--- config.mk ---
export PLATFORM = sky130hd
export DESIGN_NAME = mmr_trigger_regs
export DESIGN_NICKNAME = d
export VERILOG_FILES = /design/src/rtl/mmr_trigger_regs.sv
export SDC_FILE = /design/constraint.sdc
export NUM_CORES = 1
export LEC_CHECK = 0
export ABC_AREA = 1
export CAP_MARGIN = 10
export CORE_MARGIN = 3
export CORE_UTILIZATION = 53
export CTS_CLUSTER_SIZE = 20
export DETAILED_ROUTE_END_ITERATION = 16
export GPL_ROUTABILITY_DRIVEN = 0
export PLACE_DENSITY = 0.8
export SETUP_SLACK_MARGIN = 0.1
export SYNTH_ARGS = -nofsm -noshare
export SYNTH_HDL_FRONTEND = slang
export SYNTH_SLANG_ARGS = --single-unit
export TNS_END_PERCENT = 20
--- constraint.sdc ---
create_clock -name clock -period 19.4 [get_ports clock]
set_clock_uncertainty 0.2 [all_clocks]
set_input_delay 3.88 -clock clock [delete_from_list [all_inputs] [get_ports clock]]
set_output_delay 3.88 -clock clock [all_outputs]
set_load 0.03 [all_outputs]
--- src/rtl/mmr_trigger_regs.sv ---
// mmr_trigger_regs
//
// Register-side end of the MMR trigger channel. Software arms trigger bits
// in the TSR registers over a simple word-wide register bus. The hardware
// consumer retires armed bits by returning single-cycle clear pulses. Every
// retired bit is recorded in a sticky DONE register. DONE, masked by IRQ_EN,
// drives a registered level interrupt.
//
// Word address map:
//   0    .. N-1   TSR[i]     write-1-to-set, read returns tsr[i]
//   N    .. 2N-1  DONE[i]    write-1-to-clear, read returns done[i]
//   2N   .. 3N-1  IRQ_EN[i]  plain read/write
//   3N   and up   writes ignored, reads return 0 (rd_valid still pulses)
//
// Ports:
//   clock          sole clock, rising edge
//   reset          asynchronous active-high reset
//   wr_en          write strobe, one word per cycle
//   wr_addr        write word address
//   wr_data        write data
//   rd_en          read strobe
//   rd_addr        read word address
//   rd_data        registered read data, held while rd_valid is low
//   rd_valid       one-cycle pulse qualifying rd_data
//   tsr            current trigger status, to the consumer
//   tsr_invpulses  per-bit single-cycle clear pulses from the consumer
//   irq            registered level interrupt
module mmr_trigger_regs #(
   parameter int N          = 4,
   parameter int WIDTH      = 32,
   parameter int ADDR_WIDTH = $clog2(3*N)
) (
   input  logic                  clock,
   input  logic                  reset,
   input  logic                  wr_en,
   input  logic [ADDR_WIDTH-1:0] wr_addr,
   input  logic [WIDTH-1:0]      wr_data,
   input  logic                  rd_en,
   input  logic [ADDR_WIDTH-1:0] rd_addr,
   output logic [WIDTH-1:0]      rd_data,
   output logic                  rd_valid,
   output logic [WIDTH-1:0]      tsr [N],
   input  logic [WIDTH-1:0]      tsr_invpulses [N],
   output logic                  irq
);

   logic [WIDTH-1:0] tsr_q   [N];
   logic [WIDTH-1:0] tsr_d   [N];
   logic [WIDTH-1:0] done_q  [N];
   logic [WIDTH-1:0] done_d  [N];
   logic [WIDTH-1:0] irqEn_q [N];
   logic [WIDTH-1:0] irqEn_d [N];

   logic [WIDTH-1:0] rdData_q;
   logic [WIDTH-1:0] rdData_d;
   logic             rdValid_q;
   logic             irq_q;
   logic             irq_d;
   logic [WIDTH-1:0] rdMux;

   // Per-register next state. The set mask is OR-ed in after the hardware
   // clear so a software arm racing a consumer pulse is never lost. The
   // retire term is taken from the pre-update tsr and OR-ed in after the
   // W1C mask, so a retire racing a software clear is always recorded.
   // A pulse on a bit that is not armed retires nothing.
   always_comb begin
      for (int i = 0; i < N; i++) begin
         logic [WIDTH-1:0] setMask;
         logic [WIDTH-1:0] clrMask;
         setMask = '0;
         clrMask = '0;
         irqEn_d[i] = irqEn_q[i];
         if (wr_en && (wr_addr == ADDR_WIDTH'(i))) begin
            setMask = wr_data;
         end
         if (wr_en && (wr_addr == ADDR_WIDTH'(N + i))) begin
            clrMask = wr_data;
         end
         if (wr_en && (wr_addr == ADDR_WIDTH'(2*N + i))) begin
            irqEn_d[i] = wr_data;
         end
         tsr_d[i]  = (tsr_q[i] & ~tsr_invpulses[i]) | setMask;
         done_d[i] = (done_q[i] & ~clrMask) | (tsr_invpulses[i] & tsr_q[i]);
      end
   end

   // Read mux works from the current registered state, so a read that
   // collides with a write to the same word returns the old contents.
   // Unmapped addresses fall through to zero.
   always_comb begin
      rdMux = '0;
      for (int i = 0; i < N; i++) begin
         if (rd_addr == ADDR_WIDTH'(i)) begin
            rdMux = tsr_q[i];
         end
         if (rd_addr == ADDR_WIDTH'(N + i)) begin
            rdMux = done_q[i];
         end
         if (rd_addr == ADDR_WIDTH'(2*N + i)) begin
            rdMux = irqEn_q[i];
         end
      end
      rdData_d = rd_en ? rdMux : rdData_q;
   end

   // Interrupt request is the OR of every enabled DONE bit; it is registered,
   // so it trails done/irq_en by one cycle.
   always_comb begin
      irq_d = 1'b0;
      for (int i = 0; i < N; i++) begin
         irq_d = irq_d | (|(done_q[i] & irqEn_q[i]));
      end
   end

   // State registers. Reset clears everything, including a read whose strobe
   // was already sampled, so no rd_valid follows a reset.
   always_ff @(posedge clock or posedge reset) begin
      if (reset) begin
         for (int i = 0; i < N; i++) begin
            tsr_q[i]   <= '0;
            done_q[i]  <= '0;
            irqEn_q[i] <= '0;
         end
         rdData_q  <= '0;
         rdValid_q <= 1'b0;
         irq_q     <= 1'b0;
      end else begin
         for (int i = 0; i < N; i++) begin
            tsr_q[i]   <= tsr_d[i];
            done_q[i]  <= done_d[i];
            irqEn_q[i] <= irqEn_d[i];
         end
         rdData_q  <= rdData_d;
         rdValid_q <= rd_en;
         irq_q     <= irq_d;
      end
   end

   assign tsr      = tsr_q;
   assign rd_data  = rdData_q;
   assign rd_valid = rdValid_q;
   assign irq      = irq_q;

endmodule

==> out/metrics.csv <==
metric,value,unit
die_height,196,um
final_instance_count_without_filler_cells,3173,
setup_viol_count_final,0,
power.net_switching,0.743,mW
clkTransAtPathRegs,0.06,ns
cts.path.max_buffers,3,
std_cell_rows,69,
drcViolationCount,0,
required_time_at_the_worst_slack_endpoint,19.71,ns
setup_repair_after_global_routing_missed_its_margin,false,
wirelength,73400,um
crit_path_start,reset,
core,35700,um^2
top_post_synthesis_cells_by_count,"845 x sky130_fd_sc_hd__nand2_1, 418 x sky130_fd_sc_hd__dfrtp_1, 302 x sky130_fd_sc_hd__o21ai_0",
async_flop_share,1.00,
synthDominantAreaCellType,sky130_fd_sc_hd__dfrtp_1,
final_nets,2851,
start_util,0.538,
post_cts_resize_count,0,
postSynthRegisterBits,418,
globalRouteOverflowTotal,0,
cellInternalPower,1.66,mW
crit-reg2reg-capture,irq,
p_clk_frac,0.348,
dieArea,38500,um^2
min_period,6.58,ns
cts_root_buf,sky130_fd_sc_hd__clkbuf_16,
maximum_number_of_pins_on_one_net_before_global_route_repair,127,
ys_seq_area_frac,0.546,
insertion_delay,0.55,ns
synth_enable_flop_cells,0,
seqPwrFrac,0.482,
worst_setup_path_end_kind,async pin,
design_power_total,2.41,mW
global_route_wire_length_before_repair,110000,um
reg2reg_slack,17.21,ns
layout.filler_cells,2853,
drt-vias-per-instance,6.07,
placedCellCount,3094,
yosys-top-cells-area,"sky130_fd_sc_hd__dfrtp_1 55%, sky130_fd_sc_hd__nand2_1 17%, sky130_fd_sc_hd__o21ai_0 7.9%",
tritonroute_pass_1_iters,8,
timing_worst_setup_path_type,input pin to async pin,
port_buffers,333,
routed-via-count,19300,
proportion_of_netlist_area_held_by_the_largest_area_contributor,0.546,
cts_sinks,418,
drt.antenna.violating_nets,0,
synthMostInstantiatedCell,sky130_fd_sc_hd__nand2_1,
ys_dominant_reg_cell,sky130_fd_sc_hd__dfrtp_1,
place_hpwl,47700,um
chipWidth,196,um
ys_warns,0,
p_per_area,99.2,nW/um^2
finalHoldViolations,0,
min_path_type,register to register,
first_global_vias,18600,
worstPathArrival,6.89,ns
avgSynthCellArea,7.97,um^2
antenna_violations_before_repair,4,
yosys.cell_types.count,24,
setup_slack,12.82,ns
pin_count,334,
dpl_worst_slack,12.11,ns
area_growth,26.5,%
path_max_fanout,126,
grt_usage,0.371,
maxCapViolations,0,
first_iter_violations,2651,
htree_num_levels,2,
max_freq,152,MHz
peakVddDrop,0.0672,mV
p_sw_frac,0.309,
critical_path.endpoint,tsr[99],
timing.critical_path.from_type,input pin,
netlist_area,19200,um^2
finalInstanceArea,24200,um^2
relSlewSlack,0.157,
cts_setup_buffers,0,
final_layout_size_suffix_gt1_frac,0.0432,
post_synth_inst_count,2405,
cts_made_buffers,44,
post_cts_hold_buffer_count,0,
fin_setup_tns,0,ns
drt-wirelength-per-cell,23.1,um
detailed_place.area,22800,um^2
syn_nets,2577,
final_min_period_over_clock_period,0.339,
power.leakage,11.1,nW
final_max_slew_viol_count,0,
worstMarginPinSlew,1.26,ns
cts_tree,done,
outcome,finished clean,
r2r_cells,5,
comb_pwr_share,0.170,
r2r-start,irqEn_q[98],
state kept, by name (all words and copies together) (netlist names):
signal / count
done_q: 128
irq: 1
irqEn_q: 128
rd_data: 32
rd_valid: 1
tsr: 128
layout make-up:
type                            count  area (um^2)  share of cell area
Antenna cell                        5         12.5            0.000516
Clock buffer                       62         1290              0.0532
Clock inverter                     12          126             0.00521
Inverter                          259          980              0.0404
Multi-Input combinational cell   1600         7300               0.301
Sequential cell                   418        10500               0.431
Tap cell                          461          577              0.0238
Timing Repair Buffer              356         3510               0.145
cells by family after synthesis:
kind of cell,Yosys count,share of synthesized area
buf+inv,387,0.0776
compound gates,511,0.150
simple gates,1089,0.227
flops,418,0.546
power groups by stage:
stage / sequential [mW] / combinational (mW) / clock (mW)
detailed placement: 1.16 / 0.398 / 0
finish: 1.16 / 0.409 / 0.838
floorplan: 1.14 / 0.211 / 0
global route: 1.17 / 0.447 / 0.874
CTS: 1.15 / 0.402 / 0.839
global placement: 1.16 / 0.385 / 0
stage by stage:
step | hold WS, ns | utilization
final | 0.287 | 0.680
after global routing | 0.301 | 0.680
after CTS | 0.289 | 0.680
after detailed placement | 0.273 | 0.640
after global placement | 0.268 | 0.640
after floorplan | 0.253 | -
routing by layer:
metal,vias up,track usage,part of all wire
li1,8370,-,-
met1,9128,0.494,0.36
met2,1482,0.568,0.45
met3,280,0.106,0.14
met4,2,0.175,0.052
met5,-,0,0.00018
cells in the final DEF, fill, tap and decap left out, types with 3 or more instances in the layout:
cell / instances
sky130_fd_sc_hd__dfrtp_1: 418
sky130_fd_sc_hd__a22o_1: 25
sky130_fd_sc_hd__clkbuf_16: 45
sky130_fd_sc_hd__diode_2: 5
sky130_fd_sc_hd__a21oi_1: 28
sky130_fd_sc_hd__a221oi_1: 14
sky130_fd_sc_hd__nor2_2: 5
sky130_fd_sc_hd__clkdlybuf4s50_1: 333
sky130_fd_sc_hd__clkbuf_8: 10
sky130_fd_sc_hd__clkbuf_1: 7
sky130_fd_sc_hd__buf_4: 23
sky130_fd_sc_hd__or2_2: 6
sky130_fd_sc_hd__o21ai_0: 302
sky130_fd_sc_hd__nand4_1: 65
sky130_fd_sc_hd__clkinv_2: 6
sky130_fd_sc_hd__nand2_2: 5
sky130_fd_sc_hd__nand3_1: 54
sky130_fd_sc_hd__o22ai_1: 128
sky130_fd_sc_hd__nand2_1: 840
sky130_fd_sc_hd__nor2_1: 100
sky130_fd_sc_hd__inv_1: 256
sky130_fd_sc_hd__nand3_2: 5
sky130_fd_sc_hd__o21ai_1: 12
sky130_fd_sc_hd__nor2_4: 3
worst min-delay path by stage:
stage                      startpoint           to  slack [ns]  cells after the start
after CTS                 rd_data[12]  rd_data[12]        0.29                      2
after detailed placement  rd_data[12]  rd_data[12]        0.27                      2
after global routing      rd_data[12]  rd_data[12]        0.30                      2
after global placement    rd_data[12]  rd_data[12]        0.27                      2
after floorplan           irqEn_q[41]  irqEn_q[41]        0.25                      2
final                     rd_data[24]  rd_data[24]        0.29                      2
critical path: stages:
cell,delay (ns)
sky130_fd_sc_hd__clkdlybuf4s50_1,0.49
sky130_fd_sc_hd__inv_8,0.57
sky130_fd_sc_hd__buf_4,0.87
sky130_fd_sc_hd__buf_4,0.93
(Power assumes the default switching activity.)
